--- src/rtl/norm_pkg.sv ---
// ---------------------------------------------------------------------------
// norm_pkg
// Shared definitions for the vertex normalization (perspective-divide)
// sequencer: FSM state encoding, data-format defaults, saturation constants,
// iteration counts and the component-index to vertex/axis mapping.
// No ports (package).
// ---------------------------------------------------------------------------
package norm_pkg;

    typedef enum logic [2:0] {
        S_IDLE,
        S_LATCH,
        S_LOAD,
        S_DIV,
        S_STORE,
        S_HOLD
    } state_t;

    localparam int          DATA_W          = 16;
    localparam int          NUM_W           = 24;
    localparam int          FRAC_BITS_DEF   = 8;
    localparam logic [3:0]  READY_STATE_DEF = 4'd5;
    localparam int          NUM_COMP        = 12;
    localparam int          DIV_ITERS       = 24;

    localparam logic signed [DATA_W-1:0] SAT_POS = 16'sh7FFF;
    localparam logic signed [DATA_W-1:0] SAT_NEG = 16'sh8001;

    // Components are ordered v1 X,Y,Z, v2 X,Y,Z, ... v4 Z.
    function automatic logic [1:0] comp_vertex(input logic [3:0] k);
        case (k)
            4'd0, 4'd1, 4'd2:  return 2'd0;
            4'd3, 4'd4, 4'd5:  return 2'd1;
            4'd6, 4'd7, 4'd8:  return 2'd2;
            default:           return 2'd3;
        endcase
    endfunction

    function automatic logic [1:0] comp_axis(input logic [3:0] k);
        case (k)
            4'd0, 4'd3, 4'd6, 4'd9:  return 2'd0;
            4'd1, 4'd4, 4'd7, 4'd10: return 2'd1;
            default:                 return 2'd2;
        endcase
    endfunction

endpackage

--- src/rtl/norm_serial_div.sv ---
// ---------------------------------------------------------------------------
// norm_serial_div
// Unsigned 24/16 restoring divider, one quotient bit per clock.
// Ports:
//   clk   in   clock
//   rst   in   synchronous active-high reset
//   start in   load operands and begin (one-cycle pulse)
//   num   in   24-bit unsigned dividend
//   den   in   16-bit unsigned divisor (0 yields an all-ones quotient)
//   done  out  high during the cycle whose edge retires the last iteration
//   quo   out  24-bit quotient, final from the cycle after done
// ---------------------------------------------------------------------------
module norm_serial_div
    import norm_pkg::*;
(
    input  logic        clk,
    input  logic        rst,
    input  logic        start,
    input  logic [23:0] num,
    input  logic [15:0] den,
    output logic        done,
    output logic [23:0] quo
);

    logic [23:0] q;
    logic [15:0] rem;
    logic [15:0] den_r;
    logic [4:0]  cnt;
    logic        running;
    logic [16:0] trial;
    logic        fits;

    // The dividend shifts out of q from the top while quotient bits shift in
    // from the bottom, so q doubles as the dividend register.
    assign trial = {rem, q[23]};
    assign fits  = (trial >= {1'b0, den_r});
    assign done  = running && (cnt == 5'(DIV_ITERS - 1));
    assign quo   = q;

    always_ff @(posedge clk) begin
        if (rst) begin
            q       <= '0;
            rem     <= '0;
            den_r   <= '0;
            cnt     <= '0;
            running <= 1'b0;
        end else if (start) begin
            q       <= num;
            rem     <= '0;
            den_r   <= den;
            cnt     <= '0;
            running <= 1'b1;
        end else if (running) begin
            // The remainder always fits in 16 bits since it stays below den.
            rem <= fits ? 16'(trial - {1'b0, den_r}) : trial[15:0];
            q   <= {q[22:0], fits};
            cnt <= cnt + 5'd1;
            if (done) begin
                running <= 1'b0;
            end
        end
    end

endmodule

--- src/rtl/norm_divide_sched.sv ---
// ---------------------------------------------------------------------------
// norm_divide_sched
// Perspective-divide sequencer: latches a 4x4 clip-space matrix (row i =
// vertex i: X, Y, Z, W) on entry of matrix_state into READY_STATE, computes
// the 12 quotients X/W, Y/W, Z/W on one shared serial divider, and presents
// the normalized vertices through a valid/ready handshake.
// Ports:
//   CLK, rst            clock, synchronous active-high reset
//   matrix_state[3:0]   matrix unit state; rising into READY_STATE triggers
//   d11..d44            signed Q8.8 matrix entries, dij = vertex i, axis j
//   out_ready           downstream accepts the result
//   out_valid           normalized vertices valid (HOLD state)
//   busy                frame in progress (latch until handshake)
//   vtx_invalid[3:0]    bit i-1 set when vertex i had W == 0 (guard build)
//   vtx1_X..vtx4_Z      signed Q8.8 normalized coordinates
// Build option: define NORM_ZERO_W_GUARD_EN to skip W == 0 vertices
// (zero outputs, vtx_invalid flagged); otherwise they divide normally and
// saturate, and vtx_invalid is tied to 0.
// ---------------------------------------------------------------------------
module norm_divide_sched
    import norm_pkg::*;
#(
    parameter logic [3:0] READY_STATE = READY_STATE_DEF,
    parameter int         FRAC_BITS   = FRAC_BITS_DEF
) (
    input  logic        CLK,
    input  logic        rst,
    input  logic [3:0]  matrix_state,
    input  logic [15:0] d11, d12, d13, d14,
    input  logic [15:0] d21, d22, d23, d24,
    input  logic [15:0] d31, d32, d33, d34,
    input  logic [15:0] d41, d42, d43, d44,
    input  logic        out_ready,
    output logic        out_valid,
    output logic        busy,
    output logic [3:0]  vtx_invalid,
    output logic [15:0] vtx1_X, vtx1_Y, vtx1_Z,
    output logic [15:0] vtx2_X, vtx2_Y, vtx2_Z,
    output logic [15:0] vtx3_X, vtx3_Y, vtx3_Z,
    output logic [15:0] vtx4_X, vtx4_Y, vtx4_Z
);

    state_t state, state_next;

    logic [3:0]                prev_ms;
    logic                      trig;
    logic signed [DATA_W-1:0]  din   [4][4];
    logic signed [DATA_W-1:0]  m     [4][4];
    logic signed [DATA_W-1:0]  res   [NUM_COMP];
    logic signed [DATA_W-1:0]  out_r [NUM_COMP];
    logic [3:0]                k;
    logic                      last;
    logic                      sign_r;
    logic [1:0]                vi, ci;
    logic signed [DATA_W-1:0]  num_sel, w_sel;
    logic [NUM_W-1:0]          div_num;
    logic [15:0]               div_den;
    logic                      div_start, div_done;
    logic [NUM_W-1:0]          quo;
    logic signed [DATA_W-1:0]  store_val;
    logic                      skip_first, skip_cur, skip_next;

    function automatic logic [15:0] abs16(input logic signed [15:0] v);
        // -32768 maps to 16'h8000, which is the correct unsigned magnitude.
        return v[15] ? $unsigned(-v) : $unsigned(v);
    endfunction

    // Clamp the quotient magnitude to 32767 before negation so the result is
    // symmetric (7FFF / 8001) and 8000 never appears.
    function automatic logic signed [15:0] sat_sign(input logic [23:0] q,
                                                    input logic        neg);
        if (|q[23:15]) begin
            return neg ? SAT_NEG : SAT_POS;
        end
        return neg ? -$signed({1'b0, q[14:0]}) : $signed({1'b0, q[14:0]});
    endfunction

    assign din = '{'{d11, d12, d13, d14},
                   '{d21, d22, d23, d24},
                   '{d31, d32, d33, d34},
                   '{d41, d42, d43, d44}};

    assign trig      = (matrix_state == READY_STATE) && (prev_ms != READY_STATE);
    assign last      = (k == 4'(NUM_COMP - 1));
    assign vi        = comp_vertex(k);
    assign ci        = comp_axis(k);
    assign num_sel   = m[vi][ci];
    assign w_sel     = m[vi][3];
    assign div_num   = NUM_W'(abs16(num_sel)) << FRAC_BITS;
    assign div_den   = abs16(w_sel);
    assign store_val = skip_cur ? '0 : sat_sign(quo, sign_r);

`ifdef NORM_ZERO_W_GUARD_EN
    logic [3:0] inv_r;
    logic [3:0] inv_out;

    // Decision for component 0 is made in LATCH, before m holds the matrix.
    assign skip_first  = (din[0][3] == '0);
    assign skip_cur    = (w_sel == '0);
    assign skip_next   = (m[comp_vertex(4'(k + 4'd1))][3] == '0);
    assign vtx_invalid = inv_out;

    always_ff @(posedge CLK) begin
        if (rst) begin
            inv_r   <= '0;
            inv_out <= '0;
        end else begin
            if (state == S_LATCH) begin
                inv_r <= '0;
            end
            if (state == S_STORE && skip_cur) begin
                inv_r[vi] <= 1'b1;
            end
            if (state == S_STORE && last) begin
                inv_out <= inv_r | (skip_cur ? (4'b0001 << vi) : 4'b0000);
            end
        end
    end
`else
    assign skip_first  = 1'b0;
    assign skip_cur    = 1'b0;
    assign skip_next   = 1'b0;
    assign vtx_invalid = 4'b0000;
`endif

    norm_serial_div u_div (
        .clk   (CLK),
        .rst   (rst),
        .start (div_start),
        .num   (div_num),
        .den   (div_den),
        .done  (div_done),
        .quo   (quo)
    );

    always_comb begin
        state_next = state;
        div_start  = 1'b0;
        case (state)
            S_IDLE:  if (trig) state_next = S_LATCH;
            S_LATCH: state_next = skip_first ? S_STORE : S_LOAD;
            S_LOAD: begin
                div_start  = 1'b1;
                state_next = S_DIV;
            end
            S_DIV:   if (div_done) state_next = S_STORE;
            S_STORE: begin
                if (last)           state_next = S_HOLD;
                else if (skip_next) state_next = S_STORE;
                else                state_next = S_LOAD;
            end
            S_HOLD:  if (out_ready) state_next = S_IDLE;
            default: state_next = S_IDLE;
        endcase
    end

    always_ff @(posedge CLK) begin
        if (rst) begin
            state   <= S_IDLE;
            prev_ms <= '0;
            k       <= '0;
            sign_r  <= 1'b0;
            for (int i = 0; i < 4; i++) begin
                for (int j = 0; j < 4; j++) begin
                    m[i][j] <= '0;
                end
            end
            for (int i = 0; i < NUM_COMP; i++) begin
                res[i]   <= '0;
                out_r[i] <= '0;
            end
        end else begin
            state   <= state_next;
            prev_ms <= matrix_state;
            case (state)
                S_LATCH: begin
                    m <= din;
                    k <= '0;
                end
                S_LOAD: sign_r <= num_sel[15] ^ w_sel[15];
                S_STORE: begin
                    res[k] <= store_val;
                    if (last) begin
                        // Final result is written this same edge, so take it
                        // straight from store_val rather than res.
                        for (int i = 0; i < NUM_COMP - 1; i++) begin
                            out_r[i] <= res[i];
                        end
                        out_r[NUM_COMP-1] <= store_val;
                    end else begin
                        k <= k + 4'd1;
                    end
                end
                default: ;
            endcase
        end
    end

    assign out_valid = (state == S_HOLD);
    assign busy      = (state != S_IDLE);

    assign vtx1_X = out_r[0];
    assign vtx1_Y = out_r[1];
    assign vtx1_Z = out_r[2];
    assign vtx2_X = out_r[3];
    assign vtx2_Y = out_r[4];
    assign vtx2_Z = out_r[5];
    assign vtx3_X = out_r[6];
    assign vtx3_Y = out_r[7];
    assign vtx3_Z = out_r[8];
    assign vtx4_X = out_r[9];
    assign vtx4_Y = out_r[10];
    assign vtx4_Z = out_r[11];

endmodule

--- config.mk ---
export PLATFORM = sky130hd
export DESIGN_NAME = norm_divide_sched
export DESIGN_NICKNAME = d
export VERILOG_FILES = /design/src/rtl/norm_pkg.sv /design/src/rtl/norm_serial_div.sv /design/src/rtl/norm_divide_sched.sv
export SDC_FILE = /design/constraint.sdc
export NUM_CORES = 1
export LEC_CHECK = 0
export CAP_MARGIN = 20
export CORE_MARGIN = 10
export CORE_UTILIZATION = 39
export DETAILED_ROUTE_END_ITERATION = 8
export PLACE_DENSITY = 0.65
export RECOVER_POWER = 25
export SYNTH_ARGS = -nofsm -noshare
export SYNTH_HDL_FRONTEND = slang
export SYNTH_HIERARCHICAL = 1
export SYNTH_SLANG_ARGS = --single-unit
--- constraint.sdc ---
create_clock -name CLK -period 11.1 [get_ports CLK]
set_clock_uncertainty 0.1 [all_clocks]
set_input_delay 2.22 -clock CLK [delete_from_list [all_inputs] [get_ports CLK]]
set_output_delay 2.22 -clock CLK [all_outputs]
set_load 0.02 [all_outputs]
==> reports/qor.csv <==
metric,value,unit
startpoint types,input port,
Rows,100,
RSZ-0062 raised after global routing,false,
Most common cell on crit path,clkbuf_1,
Worst Path Buf+Inv,3,
Final Max Slew Viols,488,
Mapped Avg Cell Area,10.49,µm²
number of synthesized register bits,702,
Post-Syn Area,29490,µm²
"delay-heaviest family, CP",buffers and inverters,
"Clk Latency, worst-skew pair",0.62,ns
post_cts resized,0,
hold buffers post-CTS,0,
asr flop ratio synth,0,%
chip height,295.0,µm
"antenna viol nets, final",0,
TritonCTS Sinks,702,
htree depth,3,
Yosys warning total,6,
"Critical Path, Cell by Cell",buf_8 -> a31o_1 -> clkbuf_1 -> clkbuf_1,
Worst Hold Class,register to register,
Crit Path Max Fanout,116,
core area,74700,µm²
drt initial violations,1628,
share of layout cells above drive strength 1,6.642,%
leakage dissipation,0.01318,µW
fmax,141.7,MHz
main flop type after synthesis,edfxtp_1,
Clock Tree Root,clkbuf_16,
area occupied by registers,17750,µm²
PwrDens,217.9,nW/µm²
critical path endpoint category,register,
via/cell ratio,5.113,
largest net degree at the start of global routing,161,
Crit Path Category,input port to register,
WL final,85170,µm
TritonRoute pass-1 iters,6,
max cap viols,8,
Routed wire per std cell,20.15,µm
number of synthesized flops with an enable pin,368,
Synth top cells by count,"nand2_1, edfxtp_1, dfxtp_1, nor2_1, a21oi_1",
fin crit share,63.58,%
Yosys top cell area share,37.48,%
Slew @ Worst Pin,4.474,ns
initial antenna violation count,19,
Total Die Area,87000,µm²
setup TNS,0,ns
CP Data Required Time,11.10,ns
Boundary Pins,461,
largest cells by area after synthesis,"edfxtp_1, dfxtp_1, nand2_1",
DP HPWL,59280,µm
grt ovf,0,
first-pass GRT wire length,125900,µm
area of the multi-input gates,10890,µm²
P&R area growth vs syn,26.69,%
post-synth top area cell,edfxtp_1,
Mapped Cells,2812,
most frequent cell after synthesis,nand2_1,
outcome,"finished, violations left",
vias in the first global route,20980,
DRC,0,
"Reg clk slew, reported paths",0.06,ns
initial core utilization,39.47,%
critical path's largest stage delay,2.97,ns
min Tclk post-route,7.058,ns
final setup fails,0,
Final Hold Fails,0,
CTS Buf Count,76,
GP Congestion,0.8563,
failing checks,"max-capacitance violations, max-slew violations",
crit path DAT,7.06,ns
GRT Total Usage,18.79,%
Max Root-Sink Buffers,3,
Fillers,6726,
Port Buf Inserts,456,
post-CTS setup buffers,0,
count of cell types in the netlist,83,
TritonCTS clock tree,done,
Max-slew headroom,-198.3,%
Via Count,21610,
worst hold slack,0.3501,ns
Die X,295.0,µm
post-synthesis sequential area ratio,60.15,%
fin nets,3479,
maximum vdd drop,126.8,µV
CP max-delay cell,clkbuf_1,
==> layout make-up <==
| class | count | share of cell area, % |
|---|---|---|
| Clock inverter | 33 | 1.142 |
| Multi-Input combinational cell | 1891 | 29.15 |
| Timing Repair Buffer | 489 | 12.92 |
| Inverter | 31 | 0.3115 |
| Clock buffer | 106 | 5.684 |
| Tap cell | 969 | 3.246 |
| Antenna cell | 6 | 0.04019 |
| Sequential cell | 702 | 47.51 |
==> per-layer routing <==
metal  GRT usage, %  part of all wire (%)  wire length [µm]  up-vias
li1               -                     -                 -    10490
met1          22.87                    41             34820    10240
met2          31.34                    47             40330      712
met3          5.911                   9.0              7628      144
met4          6.136                   2.6              2224       26
met5              0                  0.20               167        -
==> cell families (layout without fill, tap and decap cells) <==
| group | count (synthesis) | in the layout | share of synthesized area (%) |
|---|---|---|---|
| buf+inv | 230 | 659 | 3.263 |
| compound gates | 481 | 481 | 9.327 |
| other cells | 1 | 18 | 0.01272 |
| mux | 109 | 109 | 6.658 |
| xor+xnor | 37 | 37 | 1.099 |
| flops | 702 | 702 | 60.15 |
| simple gates | 1227 | 1227 | 18.40 |
| fa+ha+maj | 25 | 25 | 1.086 |
==> worst paths after layout <==
| check | start | end | slack [ns] | depth (start not counted) |
|---|---|---|---|---|
| min | m[71]$_SDFFE_PP0N_ | m[71]$_SDFFE_PP0N_ | 0.35 | 2 |
| max | rst | out_r[0][138]$_SDFFCE_PN0P_ | 4.04 | 4 |
| min reg2reg | m[71]$_SDFFE_PP0N_ | m[71]$_SDFFE_PP0N_ | 0.35 | 2 |
| max reg2reg | state[2]$_SDFFE_PP0P_ | m[117]$_SDFFE_PP0N_ | 5.00 | 4 |
==> state kept, by name, summed over array words and instances (netlist names) <==
register	flops
vi	2
ci	2
prev_ms	4
out_r	192
res	176
m	256
k	4
sign_r	1
u_div/den_r	16
u_div/running	1
state	3
u_div/rem	16
u_div/quo	24
u_div/cnt	5
==> worst register-to-register path: cells and delay by family (launching register included) <==
family | cells | cell delay [ns]
buffers and inverters | 1 | 3.24
AND/OR/NAND/NOR | 2 | 1.70
flip-flops | 1 | 0.71
AO/OA/AOI/OAI | 1 | 0.27
==> metrics by stage <==
step                      instances  worst slack [ns]  util (%)  cell area, µm²  power, µW
after floorplan                2823             5.195         -           29530       4726
after global placement         4077             5.388     46.57           34780       5611
after detailed placement       4079             5.385     46.62           34830       5664
after CTS                      4218             6.036     50.04           37380       8213
after global routing           4223             3.440     50.00           37340       8552
final                          4227             4.042     50.01           37350       8140
==> cells in the final DEF, fill, tap and decap left out, types with 9 or more instances in the layout <==
cell	synthesis	routed
a21oi_1	308	308
a22o_1	9	9
a22oi_1	13	13
a31oi_1	19	19
and2_0	1	32
and2_1	166	135
buf_4	7	20
clkbuf_1	166	27
clkbuf_16	0	77
clkdlybuf4s50_1	0	455
clkinv_2	0	11
conb_1	1	12
dfxtp_1	334	331
edfxtp_1	368	368
ha_1	24	24
inv_1	30	30
mux2i_1	45	45
mux4_1	19	19
mux4_2	45	45
nand2_1	599	599
nand2b_1	21	21
nand3_1	17	17
nor2_1	310	308
nor2b_1	29	29
nor3_1	19	18
o21ai_0	52	48
o31ai_1	9	9
or3_1	9	9
xnor2_1	26	26
xor2_1	11	11
==> report_power, final <==
part / total (µW) / switching [µW] / internal, µW
clock: 2540 / 1060 / 1480
sequential: 3180 / 170 / 3010
combinational: 2420 / 1630 / 792
total: 8140 / 2860 / 5280
No activity file was read; power rests on OpenSTA's default activity.
==> RTL edit 1 (config.mk and constraints unchanged) <==
Build with the macro `NORM_ZERO_W_GUARD_EN` defined.
--- a/src/rtl/norm_divide_sched.sv
+++ b/src/rtl/norm_divide_sched.sv
@@ -18,4 +18,6 @@
 // saturate, and vtx_invalid is tied to 0.
 // ---------------------------------------------------------------------------
+`define NORM_ZERO_W_GUARD_EN
+
 module norm_divide_sched
     import norm_pkg::*;
Formal check against the unedited RTL: same outputs for any inputs over 4 cycles, from zero or initial values and one cycle with rst high; that may be too few to reach the edited logic, so the function may still have changed.
==> RTL edit 1 against the unedited design <==
The flow still finishes with violations (capacitance limit, slew limit); critical endpoint is now out_r[0][13]; design area increased by 1.6%; largest cell class unchanged; count of clock-buffer cells in the layout decreased by 6; sequential cell count increased by 8; synthesized cell count increased by 3.0%; global-route usage increased by 0.45 points; setup slack got worse by 0.58 ns; routed wire length increased by 4.7%; via count increased by 2.2%; synthesized area increased by 2.5%; non-clock buffer count decreased by 7.
Power is not compared: it rests on default switching activity, and its combinational part moved more than twofold at a synthesized area within 25%.
==> RTL edit 1: results (changes against the unedited design) <==
Detailed placer's ending HPWL: 62700 um (+5.8%). Ranked by total cell area, the synthesized netlist is headed by edfxtp_1 (37%), dfxtp_1 (23%), nand2_1 (7.4%), a21oi_1 (5.2%), mux4_2 (4.9%). The tools report the insertion delay to the later sink of the worst-skew pair as 0.64 ns (+0.02 ns). The final period utilization was 68.8% (+5.2 points). The terminus of the critical flop-to-flop path was res[8][12].

The tools report the number of nets in the layout as 3556 (+2.2%). The flow ran to the end, but the final reports show violations. The tools report the startpoint of the worst hold path as m[177]. The adder-cell area share of the yosys netlist was 1.27% (+0.18 points). The overall fraction of global-route tracks in use is 19.2% (+0.45 points). For the sequential element share of the synthesized area, the log shows 59.2% (-0.92 points). The arrival time at the worst endpoint was 7.66 ns (+0.60 ns); the weighted congestion reported at the end of routability-driven placement was 0.854 (-0.26%).

The checks that failed: capacitance limit, slew limit. The final-report max-slew violation count was 426 (-13%); the max-slew headroom at the worst pin was -204% (-5.5 points). The met1 track demand over resource is 24.7% (+1.8 points), and the antenna diode instance count is 0 (-6).

The count of buffers from port buffering is 460 (+0.88%). The cell area after placement is 0.0355 mm2 (+2.0%), and the flop-to-flop setup slack is 3.67 ns (-1.33 ns). The area fraction in compound gates after synthesis works out to 8.62% (-0.70 points). The number of max-cap violations is 8 (unchanged), and the total routed wire length on the met1 layer is 38000 um (+9.1%).

For the worst hold slack, the log shows 0.349 ns (-0.000727 ns). Following the worst setup path forward leads to its endpoint at out_r[0][13]. The number of vias per cell came out at 5.07 (-0.94%). Number of DRC violations after detailed-routing iteration 0: 1884 (+16%). The worst slack after detailed placement is 5.39 ns (+0.00610 ns), and the pin count of the biggest net entering global routing is 215 (+34%). The met2 wire length is 41500 um (+2.9%). The number of antenna violations at the first check in global routing is 8 (-11).
RTL edit 1: changes by cell type after synthesis, sizes merged, moves of 11 or more:
| cell | unedited run | this run |
|---|---|---|
| inv | 30 | 45 |
| xor2 | 11 | 22 |
| buf | 33 | 49 |
| nor2 | 312 | 329 |
| o21ai | 54 | 43 |
| clkbuf | 166 | 152 |
| nor4 | 6 | 28 |
| mux2i | 45 | 77 |
RTL edit 1: logic make-up after synthesis:
family,Yosys count
mux,151
xor+xnor,42
flops,710
other cells,1
buf+inv,246
simple gates,1256
fa+ha+maj,30
compound gates,461
RTL edit 1: layout make-up:
cell class	instances	area, um2
Multi-Input combinational cell	1948	11300
Tap cell	1040	1300
Fill cell	7084	39200
Inverter	45	170
Timing Repair Buffer	482	4780
Sequential cell	710	17900
Clock buffer	100	2090
Clock inverter	37	360
RTL edit 1: power by group:
group,leakage [nW],internal (mW),switching (mW)
clock,1.20,1.41,1.08
combinational,5.45,0.385,0.636
sequential,6.40,2.91,0.0928
==> RTL edit 2 (same settings) <==
Without the edit above. Encoding of `state_t`: now one-hot (6 bits for 6 states).
--- a/src/rtl/norm_pkg.sv
+++ b/src/rtl/norm_pkg.sv
@@ -8,11 +8,11 @@
 package norm_pkg;
 
-    typedef enum logic [2:0] {
-        S_IDLE,
-        S_LATCH,
-        S_LOAD,
-        S_DIV,
-        S_STORE,
-        S_HOLD
+    typedef enum logic [5:0] {
+        S_IDLE  = 6'b000001,
+        S_LATCH = 6'b000010,
+        S_LOAD  = 6'b000100,
+        S_DIV   = 6'b001000,
+        S_STORE = 6'b010000,
+        S_HOLD  = 6'b100000
     } state_t;
 
Behaviour: same outputs for any inputs over 4 cycles, from zero or initial values and one cycle with rst high; so few cycles prove little.
==> RTL edit 2 against the unedited design <==
The run still ends with capacitance limit, slew limit left; setup slack got worse by 0.037 ns; synthesized area decreased by 0.56%; sequential cell count increased by 3; synthesized cell count decreased by 0.89%; via count decreased by 0.91%; design area decreased by 0.51%; fmax decreased by 0.52%; first-iteration DRC count increased by 13%; routed wire length decreased by 0.20%; count of clock-buffer cells in the layout unchanged; critical path type unchanged.
Power is not compared: it rests on default switching activity, and its combinational part moved more than twofold at a synthesized area within 25%.
==> RTL edit 2: results (changes against the unedited design) <==
The run finished, with violations left. The checks that failed: capacitance limit, slew limit. The number of nets in the layout is 3460 (-0.55%), and the biggest cell delay along the critical path is 2.62 ns (-0.35 ns).

The logs give 20852 (-0.59%) for the via count of the first global-routing pass and 585 (+20%) for the final-report max-slew violation count. The routing usage on met3 is 5.68% (-0.23 points), and the number of DRC violations after detailed-routing iteration 0 is 1833 (+13%). The critical path ends at out_r[0][16]. The run gives 4.90 ns (-0.10 ns) as the flop-to-flop setup slack.

The detailed placer's ending HPWL is 59100 um (-0.22%), and the number of max-cap violations is 8 (unchanged). The fill cell instance count of the final layout is 6740 (+0.21%), and the average detailed-routed wire length per instance is 20.2 um (+0.42%). The number of vias per cell came out at 5.10 (-0.29%). The weighted congestion reported at the end of routability-driven placement is 0.809 (-5.5%), and the number of antenna violations at the first check in global routing is 9 (-10). The largest individual stage delay along the critical path comes from the cell nand2b_1.

In this run the critical register-to-register path is captured at m[174]. In the post-synthesis netlist, the biggest area contributors are edfxtp_1 (38%), dfxtp_1 (23%), nand2_1 (7.5%), a21oi_1 (5.3%), mux4_2 (5.2%). For the fraction of met2 tracks used by global routing, the log shows 31.2% (-0.18 points). The overall fraction of global-route tracks in use came out at 19.0% (+0.17 points). By count the netlist is led by nand2_1 (584), edfxtp_1 (368), dfxtp_1 (337), nor2_1 (314), a21oi_1 (309). The number of search-and-repair iterations in the first detailed-routing pass is 5 (-1).

The first-pass GRT wire length is 127000 um (+1.1%). The met1 track demand over resource is 24.1% (+1.2 points). Proportion of layout cells with a drive suffix above 1: 7.16% (+0.51 points).

In this run the critical register-to-register path is launched from state[1]. The max-slew headroom at the worst pin came out at -174% (+24 points). Kind of cell with the highest combined delay on the critical path: simple AND/OR/NAND/NOR gates.
-- RTL edit 2: changes by cell type after synthesis, moves of 5 or more --
cell      before  now
xnor2_1       26   21
nand3_1       17   12
nand2_1      599  584
o31ai_1        9    4
o21ai_0       52   41
a22oi_1       13   21
mux4_2        45   68
mux4_1        19    0
xor2_1        11   19
nor4_1         6   11
buf_1         12    7
inv_1         30   38
clkbuf_1     166  172
a22o_1         9    1
-- RTL edit 2: worst min-delay path by stage --
| stage | startpoint | end | cells after the start |
|---|---|---|---|
| 6_report | m[184] | m[184] | 2 |
| 5_1_grt | m[5] | m[5] | 2 |
| 4_1_cts | m[167] | m[167] | 2 |
| 3_5_place_dp | m[149] | m[149] | 2 |
| 3_3_place_gp | m[58] | m[58] | 2 |
| 2_1_floorplan | m[111] | m[111] | 2 |
-- RTL edit 2: kinds of logic after synthesis --
family          share of synthesized area [%]
flops                                    60.7
mux                                      6.90
xor+xnor                                 1.19
other cells                            0.0128
fa+ha+maj                                1.14
buf+inv                                  3.17
simple gates                             18.2
compound gates                           8.73
-- RTL edit 2: layout make-up --
class	count	area share, %
flip-flops and latches	705	47.9
multi-input cells	1858	28.7
repair buffers	492	13.0
clock buffers	106	5.70
well taps	969	3.26
clock inverters	29	1.02
inverters	38	0.384
diodes	4	0.0269
-- RTL edit 2: stage by stage --
step	power [mW]	instance area [um2]	worst slack (ns)	cells
after floorplan	2.95	29400	3.03	2798
after global placement	3.13	34700	5.21	4061
after detailed placement	3.13	34700	5.16	4062
after CTS	5.64	37200	5.83	4197
after global routing	5.77	37200	3.48	4197
final	5.58	37200	4.01	4201
-- RTL edit 2: power breakdown --
group	switching [mW]	leakage (nW)	total, mW	internal, mW
clock	1.05	1.21	2.51	1.46
combinational	0.128	5.04	0.260	0.132
sequential	0.0202	6.51	2.81	2.79
total	1.20	12.8	5.58	4.38
-- RTL edit 2: worst register-to-register path, cell delays in order, from the launching register on --
cell and delay [ns]:
dfxtp_1 0.40, nor2b_1 0.21, nand2_1 1.81, clkbuf_1 3.04, nand2_1 0.28, a21oi_1 0.26
-- RTL edit 2: routing by layer --
layer	wire length, um	up-vias
met2	39900	735
met1	35500	10185
met5	73	-
li1	-	10369
met4	1780	12
met3	7720	116
